**src/rtl/fetch_stage.sv**
```systemverilog
// Fetch stage of the 5-stage RV32I pipeline: PC register, next-PC selection and IF/ID register.
// pc_f is the only output that is not an IF/ID or status register, and it is still registered.
module fetch_stage #(
    parameter int unsigned                ADDRESS_WIDTH = 32,
    parameter int unsigned                DATA_WIDTH    = 32,
    parameter logic [ADDRESS_WIDTH-1:0]   RESET_PC      = 32'h0000_0000,
    parameter logic [DATA_WIDTH-1:0]      NOP_INSTR     = 32'h0000_0013
) (
    input  logic                     clk,
    input  logic                     rst,
    input  logic                     stall_f,
    input  logic                     stall_d,
    input  logic                     flush_d,
    input  logic                     pc_src_e,
    input  logic [ADDRESS_WIDTH-1:0] pc_target_e,
    input  logic [DATA_WIDTH-1:0]    instr_f,
    output logic [ADDRESS_WIDTH-1:0] pc_f,
    output logic [DATA_WIDTH-1:0]    instr_d,
    output logic [ADDRESS_WIDTH-1:0] pc_d,
    output logic [ADDRESS_WIDTH-1:0] pc_plus4_d,
    output logic                     valid_d,
    output logic                     misalign_err,
    output logic [31:0]              fetch_count
);

    logic [ADDRESS_WIDTH-1:0] r_pc;
    logic [DATA_WIDTH-1:0]    r_instr_d;
    logic [ADDRESS_WIDTH-1:0] r_pc_d;
    logic [ADDRESS_WIDTH-1:0] r_pc_plus4_d;
    logic                     r_valid_d;
    logic                     r_misalign;
    logic [31:0]              r_fetch_count;

    logic [ADDRESS_WIDTH-1:0] w_pc_plus4;
    logic [ADDRESS_WIDTH-1:0] w_target_aligned;

    assign w_pc_plus4       = r_pc + ADDRESS_WIDTH'(4);
    assign w_target_aligned = {pc_target_e[ADDRESS_WIDTH-1:2], 2'b00};

    always_ff @(posedge clk) begin
        if (rst) begin
            r_pc          <= RESET_PC;
            r_instr_d     <= NOP_INSTR;
            r_pc_d        <= '0;
            r_pc_plus4_d  <= '0;
            r_valid_d     <= 1'b0;
            r_misalign    <= 1'b0;
            r_fetch_count <= '0;
        end else begin
            // A redirect beats stall_f: the stalled fetch is on the wrong path anyway.
            if (pc_src_e) begin
                r_pc <= w_target_aligned;
            end else if (!stall_f) begin
                r_pc <= w_pc_plus4;
            end

            if (pc_src_e && (pc_target_e[1:0] != 2'b00)) begin
                r_misalign <= 1'b1;
            end

            if (flush_d) begin
                r_instr_d    <= NOP_INSTR;
                r_pc_d       <= '0;
                r_pc_plus4_d <= '0;
                r_valid_d    <= 1'b0;
            end else if (!stall_d) begin
                r_instr_d     <= instr_f;
                r_pc_d        <= r_pc;
                r_pc_plus4_d  <= w_pc_plus4;
                r_valid_d     <= 1'b1;
                r_fetch_count <= r_fetch_count + 32'd1;
            end
        end
    end

    assign pc_f         = r_pc;
    assign instr_d      = r_instr_d;
    assign pc_d         = r_pc_d;
    assign pc_plus4_d   = r_pc_plus4_d;
    assign valid_d      = r_valid_d;
    assign misalign_err = r_misalign;
    assign fetch_count  = r_fetch_count;

endmodule

```
**config.mk**
```make
export PLATFORM = sky130hd
export DESIGN_NAME = fetch_stage
export DESIGN_NICKNAME = d
export VERILOG_FILES = /design/src/rtl/fetch_stage.sv
export SDC_FILE = /design/constraint.sdc
export NUM_CORES = 1
export LEC_CHECK = 0
export CORE_UTILIZATION = 42
export CTS_CLUSTER_DIAMETER = 200
export DETAILED_ROUTE_END_ITERATION = 6
export PLACE_DENSITY = 0.77
export SYNTH_ARGS = -nofsm -noshare
export SYNTH_HDL_FRONTEND = slang
export SYNTH_SLANG_ARGS = --single-unit
```
**constraint.sdc**
```tcl
create_clock -name clk -period 1.7 [get_ports clk]
set_clock_uncertainty 0.05 [all_clocks]
set_input_delay 0.17 -clock clk [delete_from_list [all_inputs] [get_ports clk]]
set_output_delay 0.17 -clock clk [all_outputs]
set_load 0.01 [all_outputs]
```
After elaboration in Yosys (flattened, before gate mapping)

Cells that the tools add are included.

Muxes and demuxes: 2
Reductions and logical operators: 5
Bitwise gates (word level): 2
Equality and inequality tests: 1
$add $sub $neg: 2

Operators with widths:

| cell                    | count |
|---|---|
| $mux W32                | 2 |
| $add A32 B1 Y32 const B | 1 |
| $add A32 B3 Y32 const B | 1 |
| $reduce_or A2 Y1        | 2 |
| $ne A2 B1 Y1 const B    | 1 |
| $not A1 Y1              | 2 |
| $reduce_and A2 Y1       | 1 |
| $reduce_bool A2 Y1      | 1 |
| $logic_and A1 B1 Y1     | 1 |

Logic and storage cells: 20
Register bits after elaboration: 162
Input port bits: 70
Output and inout port bits: 162

Depth between registers and ports, before layout

Depth in word-level cells: 3
Mapped depth: 8
Depth with buffers taken out: 6

Worst setup path after synthesis

OpenSTA, ideal clock, no wires.

Kind: reg-to-reg
From: register r_fetch_count[0], in the netlist fetch_count[0]
To: register r_fetch_count[22], in the netlist fetch_count[22]
Data required time: 1.527 ns
Arrival: 1.781 ns
Stages on the path, launching flop included: 7
Path slack: -0.254 ns
Cell sequence: dfxtp_1 ha_1 nand4bb_1 nor4_4 and2_1 nand4_1 mux2_1

Cells in the longest elaborated chain, start to end: 1

Ends and longest elaborated chain:

| what                   | RTL line | source |
|---|---|---|
| from (decl)            | 32       | `logic [31:0] r_fetch_count;` |
| from (signal assigned) | 71       | `r_fetch_count <= r_fetch_count + 32'd1;` |
| $add A32 B1 Y32        | 71       |  |

No other way between the ends.
A chain may end at the register's enable or synchronous reset.

Worst setup path after layout

From: register r_fetch_count[2], in the netlist fetch_count[2]
To: register r_fetch_count[31], in the netlist fetch_count[31]

Same word-level chain as after synthesis.

==> results.sh <==
export IMPL_ys_async_sr_fraction=0
export IMPL_yosys_area_share_simple=0.2269
export IMPL_critPathArrivalTime_ns=2.05
export IMPL_ys_types=50
export IMPL_dieArea_um2=17090
export IMPL_dr_pass1_iters=4
export IMPL_grt_pass1_wl_mm=32.02
export IMPL_cts_hold_buf=0
export IMPL_crit_required_ns=2.02
export IMPL_synthXorXnorAreaFrac=0.09312
export IMPL_wirelength_mm=21.37
export IMPL_ys_seq_area_frac=0.4487
export IMPL_synthFlopType="dfxtp_1"
export IMPL_timing_setup_tns_ns=-0.03019
export IMPL_power_frac_clock=0.434
export IMPL_placed_cells=1278
export IMPL_die_w_um=130.7
export IMPL_ios=232
export IMPL_p_int_w=0.006670
export IMPL_power_density_nw_per_um2=791.0
export IMPL_sw_frac_of_total=0.2454
export IMPL_hold_viol=0
export IMPL_ys_seq_elements=156
export IMPL_ant_nets=0
export IMPL_p_sw_w=0.002169
export IMPL_yosys_warnings=0
export IMPL_portBuffers=225
export IMPL_post_drt_wl_per_cell_um=16.19
export IMPL_drt_iter0_drc=446
export IMPL_cts_sinks=156
export IMPL_grt_usage=0.2450
export IMPL_leakage_nw=4.621
export IMPL_drc=0
export IMPL_synth_mux_area_frac=0.1061
export IMPL_cp_start_kind="flip-flop"
export IMPL_min_period_ns=1.728
export IMPL_finalNetCount=1163
export IMPL_combinationalPowerShare=0.129
export IMPL_cap_violations=0
export IMPL_synthCells=782
export IMPL_synth_top_cell_area_share=0.4487
export IMPL_synth_edff_count=0
export IMPL_clockBufferDepth=2
export IMPL_die_y_um=130.7
export IMPL_finalWorstSetupSlack_ns=-0.02803
export IMPL_hold_path_class="in2reg"
export IMPL_synth_top_family_by_area="simple AND/OR/NAND/NOR gates"
export IMPL_antenna_found_initial=0
export IMPL_violations="negative setup slack"
export IMPL_initial_core_util=0.4335
export IMPL_fmax_ghz=0.5787
export IMPL_cts_tree="built"
export IMPL_core_area_um2=16060
export IMPL_seq_power_share=0.437
export IMPL_yosys_area_top_type="dfxtp_1"
export IMPL_pre_cts_ws_ns=-0.3020
export IMPL_maxSlewHeadroom=0.6517
export IMPL_dpl_instance_area_um2=10220
export IMPL_finalWeightedCongestion=0.9325
export IMPL_cts_made_buffers=17
export IMPL_syn_area_per_cell_um2=8.901
export IMPL_clock_root_buffer="clkbuf_16"
export IMPL_grt_max_degree=74
export IMPL_htree_levels=4
export IMPL_timing_final_max_slew_violations=0
export IMPL_grt_pass1_vias=6196
export IMPL_clkTransAtPathRegs_ns=0.06
export IMPL_via_count=6674
export IMPL_rsz0062_at_grt="yes"
export IMPL_final_area_um2=11170
export IMPL_layout_drive_gt1_share=0.2292
export IMPL_post_route_period_util=1.016
export IMPL_dpl_hpwl_mm=15.12
export IMPL_antenna_cells=0
export IMPL_final_cell_mix="clkdlybuf4s50_1 (194), nor2_1 (133), dfxtp_1 (120)"
export IMPL_row_count=46
export IMPL_max_slew_worst_pin_slew_ns=0.5224
export IMPL_via_per_inst=5.056
export IMPL_ys_top_cells_by_area="dfxtp_1 (45%), mux2i_1 (9.6%), nor2_1 (7.3%), xnor2_1 (4.8%), xor2_1 (4.5%)"
export IMPL_final_common_cell="clkdlybuf4s50_1"
export IMPL_overflow=0
export IMPL_crit_fanout=8
export IMPL_synth_fa_ha_area_frac=0.003595
export IMPL_peakVddDrop_mv=0.7183
export IMPL_area_growth_pct=60.54
export IMPL_crit_type="reg2reg"
export IMPL_outcome="complete, but fails checks"
export IMPL_synth_compound_gate_area_share=0.07855
export IMPL_setup_viol=2
export IMPL_clkLatencyLatePin_ns=0.43
export IMPL_worstSetupEndpointType="flip-flop"
export IMPL_syn_cell_area_um2=6960
export IMPL_stdcell_count=1320
## routing by layer
metal,GRT usage,up-vias,wire length [µm]
li1,-,3289,-
met5,0,-,0
met1,0.2876,3142,8764
met3,0.07451,31,1635
met2,0.4192,212,10530
met4,0.09263,0,436
## per-stage QoR
stage               hold slack [ns]  utilization  total power, W
finish                      0.01494       0.6959        0.008839
global route                0.01982       0.6959        0.009133
CTS                         0.01041       0.6776        0.008869
detailed placement           0.3947       0.6363        0.005073
global placement             0.3908       0.6363        0.005055
floorplan                    0.2451            -        0.004455
## cell families after synthesis
family                     count (synthesis)
AOI/OAI and AO/OA                         96
xor gates and xnor gates                  74
adders and majority gates                  2
buffers and inverters                     67
DFF                                      156
muxes                                     73
other                                      1
and+or+nand+nor                          313
## Yosys cell counts (2+ instances only)
cell,instances
a21oi_1,43
xor2_1,36
mux2_1,6
or2_2,3
buf_1,7
inv_1,5
nor4_1,6
and2_1,6
xnor2_1,38
nand2_1,42
o21ai_0,28
or3_1,5
dfxtp_1,156
ha_1,2
nor4_4,2
nor3_1,15
buf_4,6
a211oi_1,18
nor2_1,135
nor2b_1,8
and3_1,11
clkbuf_1,36
nor4_2,2
buf_2,12
mux2i_1,67
and4_1,6
nand3_1,35
nand4_2,2
nand4_1,23
## power by group through the flow
stage | combinational [W] | sequential, W | clock, W
6_report | 0.00114 | 0.00386 | 0.00383
5_1_grt | 0.00123 | 0.00388 | 0.00402
4_1_cts | 0.00113 | 0.00386 | 0.00388
3_5_place_dp | 0.00114 | 0.00394 | 0
3_3_place_gp | 0.00112 | 0.00393 | 0
2_1_floorplan | 0.000457 | 0.00400 | 0
## path summary, 6_finish.rpt
check | startpoint | to | slack, ns | depth (start not counted)
max reg2reg | fetch_count[2]$_SDFFE_PP0P_ | fetch_count[31]$_SDFFE_PP0P_ | -0.03 | 5
max | fetch_count[2]$_SDFFE_PP0P_ | fetch_count[31]$_SDFFE_PP0P_ | -0.03 | 5
min reg2reg | misalign_err$_SDFFE_PP0P_ | misalign_err$_SDFFE_PP0P_ | 0.40 | 2
min | rst | fetch_count[2]$_SDFFE_PP0P_ | 0.01 | 2
## sequential cells by signal, summed over array words and instances, names as in the netlist
| register | cells |
|---|---|
| valid_d | 1 |
| pc_d | 30 |
| fetch_count | 32 |
| instr_d | 32 |
| pc_plus4_d | 30 |
| misalign_err | 1 |
| pc_f | 30 |
## layout make-up
class | count | area [µm²]
multi-input combinational | 564 | 3851
sequential | 156 | 3186
tap | 216 | 270.3
timing repair buffer | 347 | 3259
fill | 1238 | 4883
clock inverter | 9 | 111.4
clock buffer | 23 | 478.0
inverter | 5 | 18.77
## worst max-delay path, stage by stage, from the launching register on
cell and delay (ns):
dfxtp_4 0.37, or3b_4 0.42, nor2_8 0.12, nand4_4 0.13, or4_4 0.44, a21oi_2 0.13
## what timing repair did
action | CTS | global route
pin swaps | 1 | 24
gates resized for setup | 37 | 65
setup endpoints to repair | 47 | 54
setup buffers | 3 | 7
Power figures use the tool's default switching activity.
